$ cat config.mk
export PLATFORM = sky130hd
export DESIGN_NAME = spi_slave
export DESIGN_NICKNAME = d
export VERILOG_FILES = /design/src/rtl/spi_slave.sv
export SDC_FILE = /design/constraint.sdc
export NUM_CORES = 1
export LEC_CHECK = 0
export BUFFER_PORTS_ARGS = -buffer_cell sky130_fd_sc_hd__buf_2
export CAP_MARGIN = 5
export CELL_PAD_IN_SITES_DETAIL_PLACEMENT = 0
export CELL_PAD_IN_SITES_GLOBAL_PLACEMENT = 1
export CORE_UTILIZATION = 40
export CTS_CLUSTER_DIAMETER = 60
export CTS_CLUSTER_SIZE = 30
export DETAILED_ROUTE_END_ITERATION = 10
export PLACE_DENSITY = 0.72
export SLEW_MARGIN = 20
export SYNTH_ARGS = -nofsm -noshare
export SYNTH_HDL_FRONTEND = slang
export SYNTH_SLANG_ARGS = --single-unit
$ cat constraint.sdc
create_clock -name clk -period 1.6 [get_ports clk]
set_input_delay 0.24 -clock clk [delete_from_list [all_inputs] [get_ports clk]]
set_output_delay 0.24 -clock clk [all_outputs]
set_load 0.03 [all_outputs]
$ cat src/rtl/spi_slave.sv
// rtl/spi_slave.sv - SPI mode-0 slave, oversampled by clk, one buffered tx byte per frame
// Receives MSB-first frames into rx_data with a one-cycle rx_valid strobe.
module spi_slave #(
  parameter int                DATA_W      = 8,
  parameter int                SYNC_STAGES = 2,
  parameter logic [DATA_W-1:0] IDLE_BYTE   = 8'hFF
) (
  input  logic              clk,
  input  logic              rst,
  input  logic              sck,
  input  logic              ss_n,
  input  logic              mosi,
  output logic              miso,
  output logic              miso_oe,
  output logic [DATA_W-1:0] rx_data,
  output logic              rx_valid,
  input  logic [DATA_W-1:0] tx_data,
  input  logic              tx_wr,
  output logic              tx_ready
);

  localparam int CNT_W = (DATA_W > 2) ? $clog2(DATA_W) : 1;
  localparam logic [CNT_W-1:0] CNT_LAST = CNT_W'(DATA_W - 1);

  typedef enum logic {IDLE, ACTIVE} state_t;

  state_t                 state_q;
  logic [SYNC_STAGES-1:0] sck_sync_q, ss_sync_q, mosi_sync_q;
  logic                   sck_prev_q, ss_prev_q;
  logic [CNT_W-1:0]       cnt_q;
  logic                   load_pend_q;
  logic [DATA_W-2:0]      rx_shift_q;
  logic [DATA_W-1:0]      rx_shift_d;
  logic [DATA_W-1:0]      tx_shift_q, tx_buf_q, rx_data_q, load_byte;
  logic                   tx_full_q, rx_valid_q, miso_oe_q;
  logic                   sck_s, ss_s, mosi_s;
  logic                   sck_rise, sck_fall, ss_rise, ss_fall;

  assign sck_s    = sck_sync_q[SYNC_STAGES-1];
  assign ss_s     = ss_sync_q[SYNC_STAGES-1];
  assign mosi_s   = mosi_sync_q[SYNC_STAGES-1];
  assign sck_rise = sck_s & ~sck_prev_q;
  assign sck_fall = ~sck_s & sck_prev_q;
  assign ss_rise  = ss_s & ~ss_prev_q;
  assign ss_fall  = ~ss_s & ss_prev_q;

  assign rx_shift_d = {rx_shift_q, mosi_s};
  assign load_byte  = tx_full_q ? tx_buf_q : IDLE_BYTE;

  // miso idles high whenever the driver is disabled
  assign miso     = miso_oe_q ? tx_shift_q[DATA_W-1] : 1'b1;
  assign miso_oe  = miso_oe_q;
  assign rx_data  = rx_data_q;
  assign rx_valid = rx_valid_q;
  assign tx_ready = ~tx_full_q;

  always_ff @(posedge clk) begin
    if (rst) begin
      state_q     <= IDLE;
      sck_sync_q  <= '0;
      ss_sync_q   <= '1;
      mosi_sync_q <= '1;
      sck_prev_q  <= 1'b0;
      ss_prev_q   <= 1'b1;
      cnt_q       <= '0;
      load_pend_q <= 1'b0;
      rx_shift_q  <= '0;
      tx_shift_q  <= '0;
      tx_buf_q    <= '0;
      tx_full_q   <= 1'b0;
      rx_data_q   <= '0;
      rx_valid_q  <= 1'b0;
      miso_oe_q   <= 1'b0;
    end else begin
      sck_sync_q  <= {sck_sync_q[SYNC_STAGES-2:0], sck};
      ss_sync_q   <= {ss_sync_q[SYNC_STAGES-2:0], ss_n};
      mosi_sync_q <= {mosi_sync_q[SYNC_STAGES-2:0], mosi};
      sck_prev_q  <= sck_s;
      ss_prev_q   <= ss_s;
      rx_valid_q  <= 1'b0;

      // A write racing a load into an empty buffer lands in tx_buf; the load uses IDLE_BYTE.
      if (tx_wr && !tx_full_q) begin
        tx_buf_q  <= tx_data;
        tx_full_q <= 1'b1;
      end

      case (state_q)
        IDLE: begin
          miso_oe_q   <= 1'b0;
          cnt_q       <= '0;
          load_pend_q <= 1'b0;
          if (ss_fall) begin
            tx_shift_q <= load_byte;
            miso_oe_q  <= 1'b1;
            if (tx_full_q) tx_full_q <= 1'b0;
            state_q    <= ACTIVE;
          end
        end
        ACTIVE: begin
          if (ss_rise) begin
            state_q     <= IDLE;
            miso_oe_q   <= 1'b0;
            cnt_q       <= '0;
            load_pend_q <= 1'b0;
          end else if (sck_rise) begin
            rx_shift_q <= rx_shift_d[DATA_W-2:0];
            if (cnt_q == CNT_LAST) begin
              cnt_q       <= '0;
              rx_data_q   <= rx_shift_d;
              rx_valid_q  <= 1'b1;
              load_pend_q <= 1'b1;
            end else begin
              cnt_q <= cnt_q + CNT_W'(1);
            end
          end else if (sck_fall) begin
            if (load_pend_q) begin
              tx_shift_q  <= load_byte;
              load_pend_q <= 1'b0;
              if (tx_full_q) tx_full_q <= 1'b0;
            end else begin
              tx_shift_q <= {tx_shift_q[DATA_W-2:0], 1'b0};
            end
          end
        end
        default: state_q <= IDLE;
      endcase
    end
  end

endmodule

Yosys cells after proc, flatten, opt, wreduce, memory -nomap -nowiden
Cells that the tools add are included.
{"block": "op_classes", "n_addsub": 1, "n_mul": 0, "n_div": 0, "order_cmp": 0, "n_eq_ne": 9, "shifts": 0, "mux": 31, "bitwise_logic": 12, "n_reduce_logical": 7}
{"op": "8-bit 2-to-1 mux", "n": 6}
{"op": "1-bit 2-to-1 mux", "n": 16}
{"op": "8-bit one-hot mux with 2 select lines", "n": 1}
{"op": "3-bit 2-to-1 mux", "n": 3}
{"op": "1-bit NOT", "n": 8}
{"op": "1-bit one-hot mux with 2 select lines", "n": 4}
{"op": "4-bit AND reduction", "n": 2}
{"op": "2-bit inequality test, second input constant", "n": 3}
{"op": "3-bit one-hot mux with 2 select lines", "n": 1}
{"op": "1-bit bitwise AND", "n": 4}
{"op": "2-bit by 1-bit inequality test with 1-bit output, second input constant", "n": 2}
{"op": "4-bit by 1-bit inequality test with 1-bit output, second input constant", "n": 1}
{"op": "4-bit by 2-bit inequality test with 1-bit output, second input constant", "n": 1}
{"op": "4-bit OR reduction", "n": 1}
{"op": "3-bit by 1-bit adder with 3-bit output, second input constant", "n": 1}
{"op": "3-bit == test, second input constant", "n": 1}
{"op": "3-bit by 1-bit inequality test with 1-bit output, second input constant", "n": 1}
{"op": "3-bit AND reduction", "n": 1}
{"op": "2-bit AND reduction", "n": 1}
{"op": "1-bit logical AND", "n": 1}
{"op": "1-bit logical NOT", "n": 1}
{"block": "word_totals", "ff_bits": 47, "latchBits": 0, "mem_bits_rw": 0, "rom_bits": 0, "input_bits": 14, "output_inout_bits": 12, "word_cells": 75, "n_memories": 0}

Longest topological paths before layout
{"block": "logic_depth", "word_depth": 9, "ltp_mapped": 5, "mapped_depth_nobuf": 5}

Worst setup path before layout
Ideal clock, no wire load.
{"block": "synth_path", "kind": "register -> register", "startpoint": "reg cnt_q[0]", "endpoint": "reg rx_valid_q (netlist: rx_valid)", "setup_time_ns": 0.115, "arrival_ns": 1.138, "required_ns": 1.485, "path_slack_ns": 0.347, "path_stages_with_launch": 6, "path_buffers": 1, "synth_period_minus_slack_ns": 1.253, "path_cell_list": "dfxtp_1 -> ha_1 -> ha_1 -> and4_1 -> buf_4 -> and2_1"}
{"block": "synth_between", "elab_chain_cells": 2}
{"item": "start, declared", "line_no": "30", "rtl": "logic [CNT_W-1:0] cnt_q;"}
{"item": "start signal, assigned", "line_no": "114", "rtl": "cnt_q <= cnt_q + CNT_W'(1);"}
{"item": "3-bit == test", "line_no": "108", "rtl": "if (cnt_q == CNT_LAST) begin"}
{"item": "1-bit 2-to-1 mux", "line_no": "108"}
{"item": "end signal, assigned", "line_no": "72", "rtl": "rx_valid_q <= 1'b0;"}
{"item": "end signal, assigned", "line_no": "80", "rtl": "rx_valid_q <= 1'b0;"}
{"item": "end signal, assigned", "line_no": "111", "rtl": "rx_valid_q <= 1'b1;"}
{"item": "end, declared", "line_no": "35", "rtl": "logic tx_full_q, rx_valid_q, miso_oe_q;"}
Every way passes these cells.
A chain may end at the register's enable or synchronous reset.

Final worst setup path
{"block": "layout_path", "startpoint": "reg ss_prev_q", "endpoint": "reg rx_data_q[3] (netlist: rx_data[3])"}
{"block": "layout_between", "elab_chain_cells": 4}
{"item": "start, declared", "line_no": "29", "rtl": "logic sck_prev_q, ss_prev_q;"}
{"item": "start signal, assigned", "line_no": "79", "rtl": "ss_prev_q <= ss_s;"}
{"item": "1-bit NOT", "line_no": "44", "rtl": "assign ss_rise = ss_s & ~ss_prev_q;"}
{"item": "1-bit bitwise AND", "line_no": "44"}
{"item": "1-bit NOT (no line)"}
{"item": "4-bit AND reduction (no line)"}
{"item": "end signal, assigned", "line_no": "110", "rtl": "rx_data_q <= rx_shift_d;"}
{"item": "end, declared", "line_no": "34", "rtl": "logic [DATA_W-1:0] tx_shift_q, tx_buf_q, rx_data_q, load_byte;"}
Every way passes these cells.

==> flow_summary.toml <==
[outcome]
status = "finished clean"

[timing]
fin_setup_tns_ns = 0
slew_violations = 0
max_freq_ghz = 0.7293
fin_crit_sh_pct = 85.69
finalSetupViolations = 0
rsz0062_at_grt = "no"
fin_skew_ns = 0.002894
hold_viol_final = 0
maxSlewHeadroom_pct = 63.73
max_slew.worst_pin.slew_ns = 0.5429
period_needed_ns = 1.371

[floorplan]
coreArea_mm2 = 0.004786
fp.dieH_um = 72.90
num_rows = 25
ioPinCount = 26
die_area_mm2 = 0.005314
start_util_pct = 42.01
fp.dieW_um = 72.90

[logic_synthesis]
ys_seq_area_share_pct = 46.80
ys_ff_latch = 47
synth.mux.area_fraction_pct = 9.459
ys_top_cells_by_area = "dfxtp_1 47%, mux2i_1 9.5%, nand2_1 7.8%"
synth_top_family_by_area = "simple AND/OR/NAND/NOR gates"
synth_cells = 217
synth-adder-area-share_pct = 1.245
synth_compound_area_share_pct = 12.94
ys_types = 36
synth_area_mm2 = 0.002011
synth-edff-count = 0
synth_top_cell_area_share_pct = 46.80
synth_top_cell_by_area = "dfxtp_1"
synthFlopType = "dfxtp_1"
yosysWarnings = 0
synth_area_per_cell_um2 = 9.266
synth_simple_gate_area_share_pct = 21.84
async_reset_ff_share_pct = 0
yosys.area_share.xor_xnor_pct = 0
syn_nets = 233

[setup_path]
cp_data_required_time_ns = 1.82
worst-setup-path-type = "reg2reg"
cp_max_fo = 12
cp-start-kind = "register"
critPathCaptureType = "register"
crit_arrival_ns = 1.60

[job]
max_cap_violations = 0

[clock_network]
hold_buffers = 0
htree_levels = 2
cts_setup_buffers = 0
cts.repair.resized = 0
cts.sinks = 47
clock_path_buffers = 2
insertion_delay_ns = 0.29
cts_tree = "built"
cts-root-buf = "clkbuf_8"
cts_buffers = 5
clk_pin_slew_ns = 0.08

[grt]
grt_pass1_wl_um = 6168
grt.met2_usage_pct = 20.25
grt_use_met3_pct = 4.972
busiest_layer = "met1"
antenna_found_initial = 0
grt_pass1_vias = 1266
met1_usage_pct = 23.10
grt-ovfl-total = 0
grt_max_degree = 27
grt_usage_pct = 15.54

[drt]
drc = 0
wl_um = 3671
vias = 1516
ant_nets = 0
viasPerCell = 4.906
dr.first_iter.drc_count = 72
drtPass1Iterations = 4
routedWlPerCell_um = 11.88

[pwr]
p_per_area_mw_per_mm2 = 935.2
ir_drop_mv = 0.4415
p_leak_nw = 0.8963

[final_layout]
layout_commonest_cell = "dfxtp_1"
layout.nets = 257
final_cell_mix = "47 x dfxtp_1, 42 x nand2_1, 25 x buf_2"
multi_input_area_um2 = 914.6
diodes = 0
regArea_um2 = 940.9
fillers = 500
drive_gt1_share_pct = 21.49
area_growth_pct = 12.63
postLayoutCoreUtil_pct = 47.32

[place]
post-dp-hpwl_um = 2568
io_buffers = 25
gp_congestion = 0.7230

[hold_path]
holdCritPathClass = "in2reg"
## sequential cells by signal, indices dropped and copies added, names as in the netlist
| register | flops |
|---|---|
| sck_prev_q | 1 |
| miso_oe | 1 |
| tx_full_q | 1 |
| state_q | 1 |
| rx_data | 8 |
| mosi_sync_q | 2 |
| tx_buf_q | 8 |
| ss_prev_q | 1 |
| rx_shift_q | 7 |
| load_pend_q | 1 |
| ss_sync_q | 2 |
| rx_valid | 1 |
| sck_sync_q | 2 |
| tx_shift_q | 8 |
| cnt_q | 3 |
## per-layer routing
layer | vias to the layer above | wire length (µm)
li1 | 791 | -
met3 | 4 | 142
met5 | - | 0
met2 | 34 | 1436
met1 | 687 | 2049
met4 | 0 | 42
## per-stage QoR
step	power, mW	hold WS, ns	worst slack (ns)	instance area, µm²	std cells
after CTS	2.158	0.1069	0.2252	2265	309
after global placement	1.468	0.3906	0.2888	2181	301
after floorplan	1.414	0.3438	0.3472	2011	217
after detailed placement	1.469	0.4014	0.2514	2181	301
final	2.118	0.1195	0.2289	2265	309
after global routing	2.230	0.1010	0.09611	2265	309
## cell type report
type | instances | share of cell area (%)
Sequential cell | 47 | 41.55
Timing Repair Buffer | 35 | 8.840
Clock inverter | 3 | 0.6630
Inverter | 11 | 1.823
Multi-Input combinational cell | 141 | 40.39
Tap cell | 67 | 3.702
Clock buffer | 5 | 3.039
## cells by family after synthesis
kind of cell	Yosys count
flops	47
compound gates	36
buf+inv	29
mux	19
simple gates	84
fa+ha+maj	2
## where the power goes
part | total (mW) | internal [mW] | switching [mW] | leakage [nW]
combinational | 0.211 | 0.0912 | 0.119 | 0.466
sequential | 1.23 | 1.21 | 0.0227 | 0.383
clock | 0.677 | 0.299 | 0.378 | 0.0477
## cells in the mapped netlist (2+ instances only)
cell	instances
nor2_1	2
nand2_1	42
or2_2	5
dfxtp_1	47
a21oi_1	16
nor3b_1	8
mux2i_1	19
inv_1	10
buf_2	4
and2b_1	2
nand4_1	7
nor2b_1	5
o31ai_1	7
buf_1	4
nor3_1	4
a311o_1	7
clkbuf_1	4
nand2b_1	3
buf_6	3
ha_1	2
## critical path, cell delays in order, from the launching register on
cell	delay, ns
dfxtp_1	0.37
nand2b_2	0.28
and4_1	0.24
buf_4	0.20
mux2i_1	0.21
## final timing paths
| path | startpoint | end | slack [ns] | cells after the start |
|---|---|---|---|---|
| worst max-delay path | ss_prev_q | rx_data[3] | 0.23 | 4 |
| worst min register to register | ss_sync_q[0] | ss_sync_q[1] | 0.42 | 1 |
| worst max register to register | ss_prev_q | rx_data[3] | 0.23 | 4 |
| worst min-delay path | ss_n | ss_sync_q[0] | 0.12 | 2 |
(Power assumes the default switching activity.)
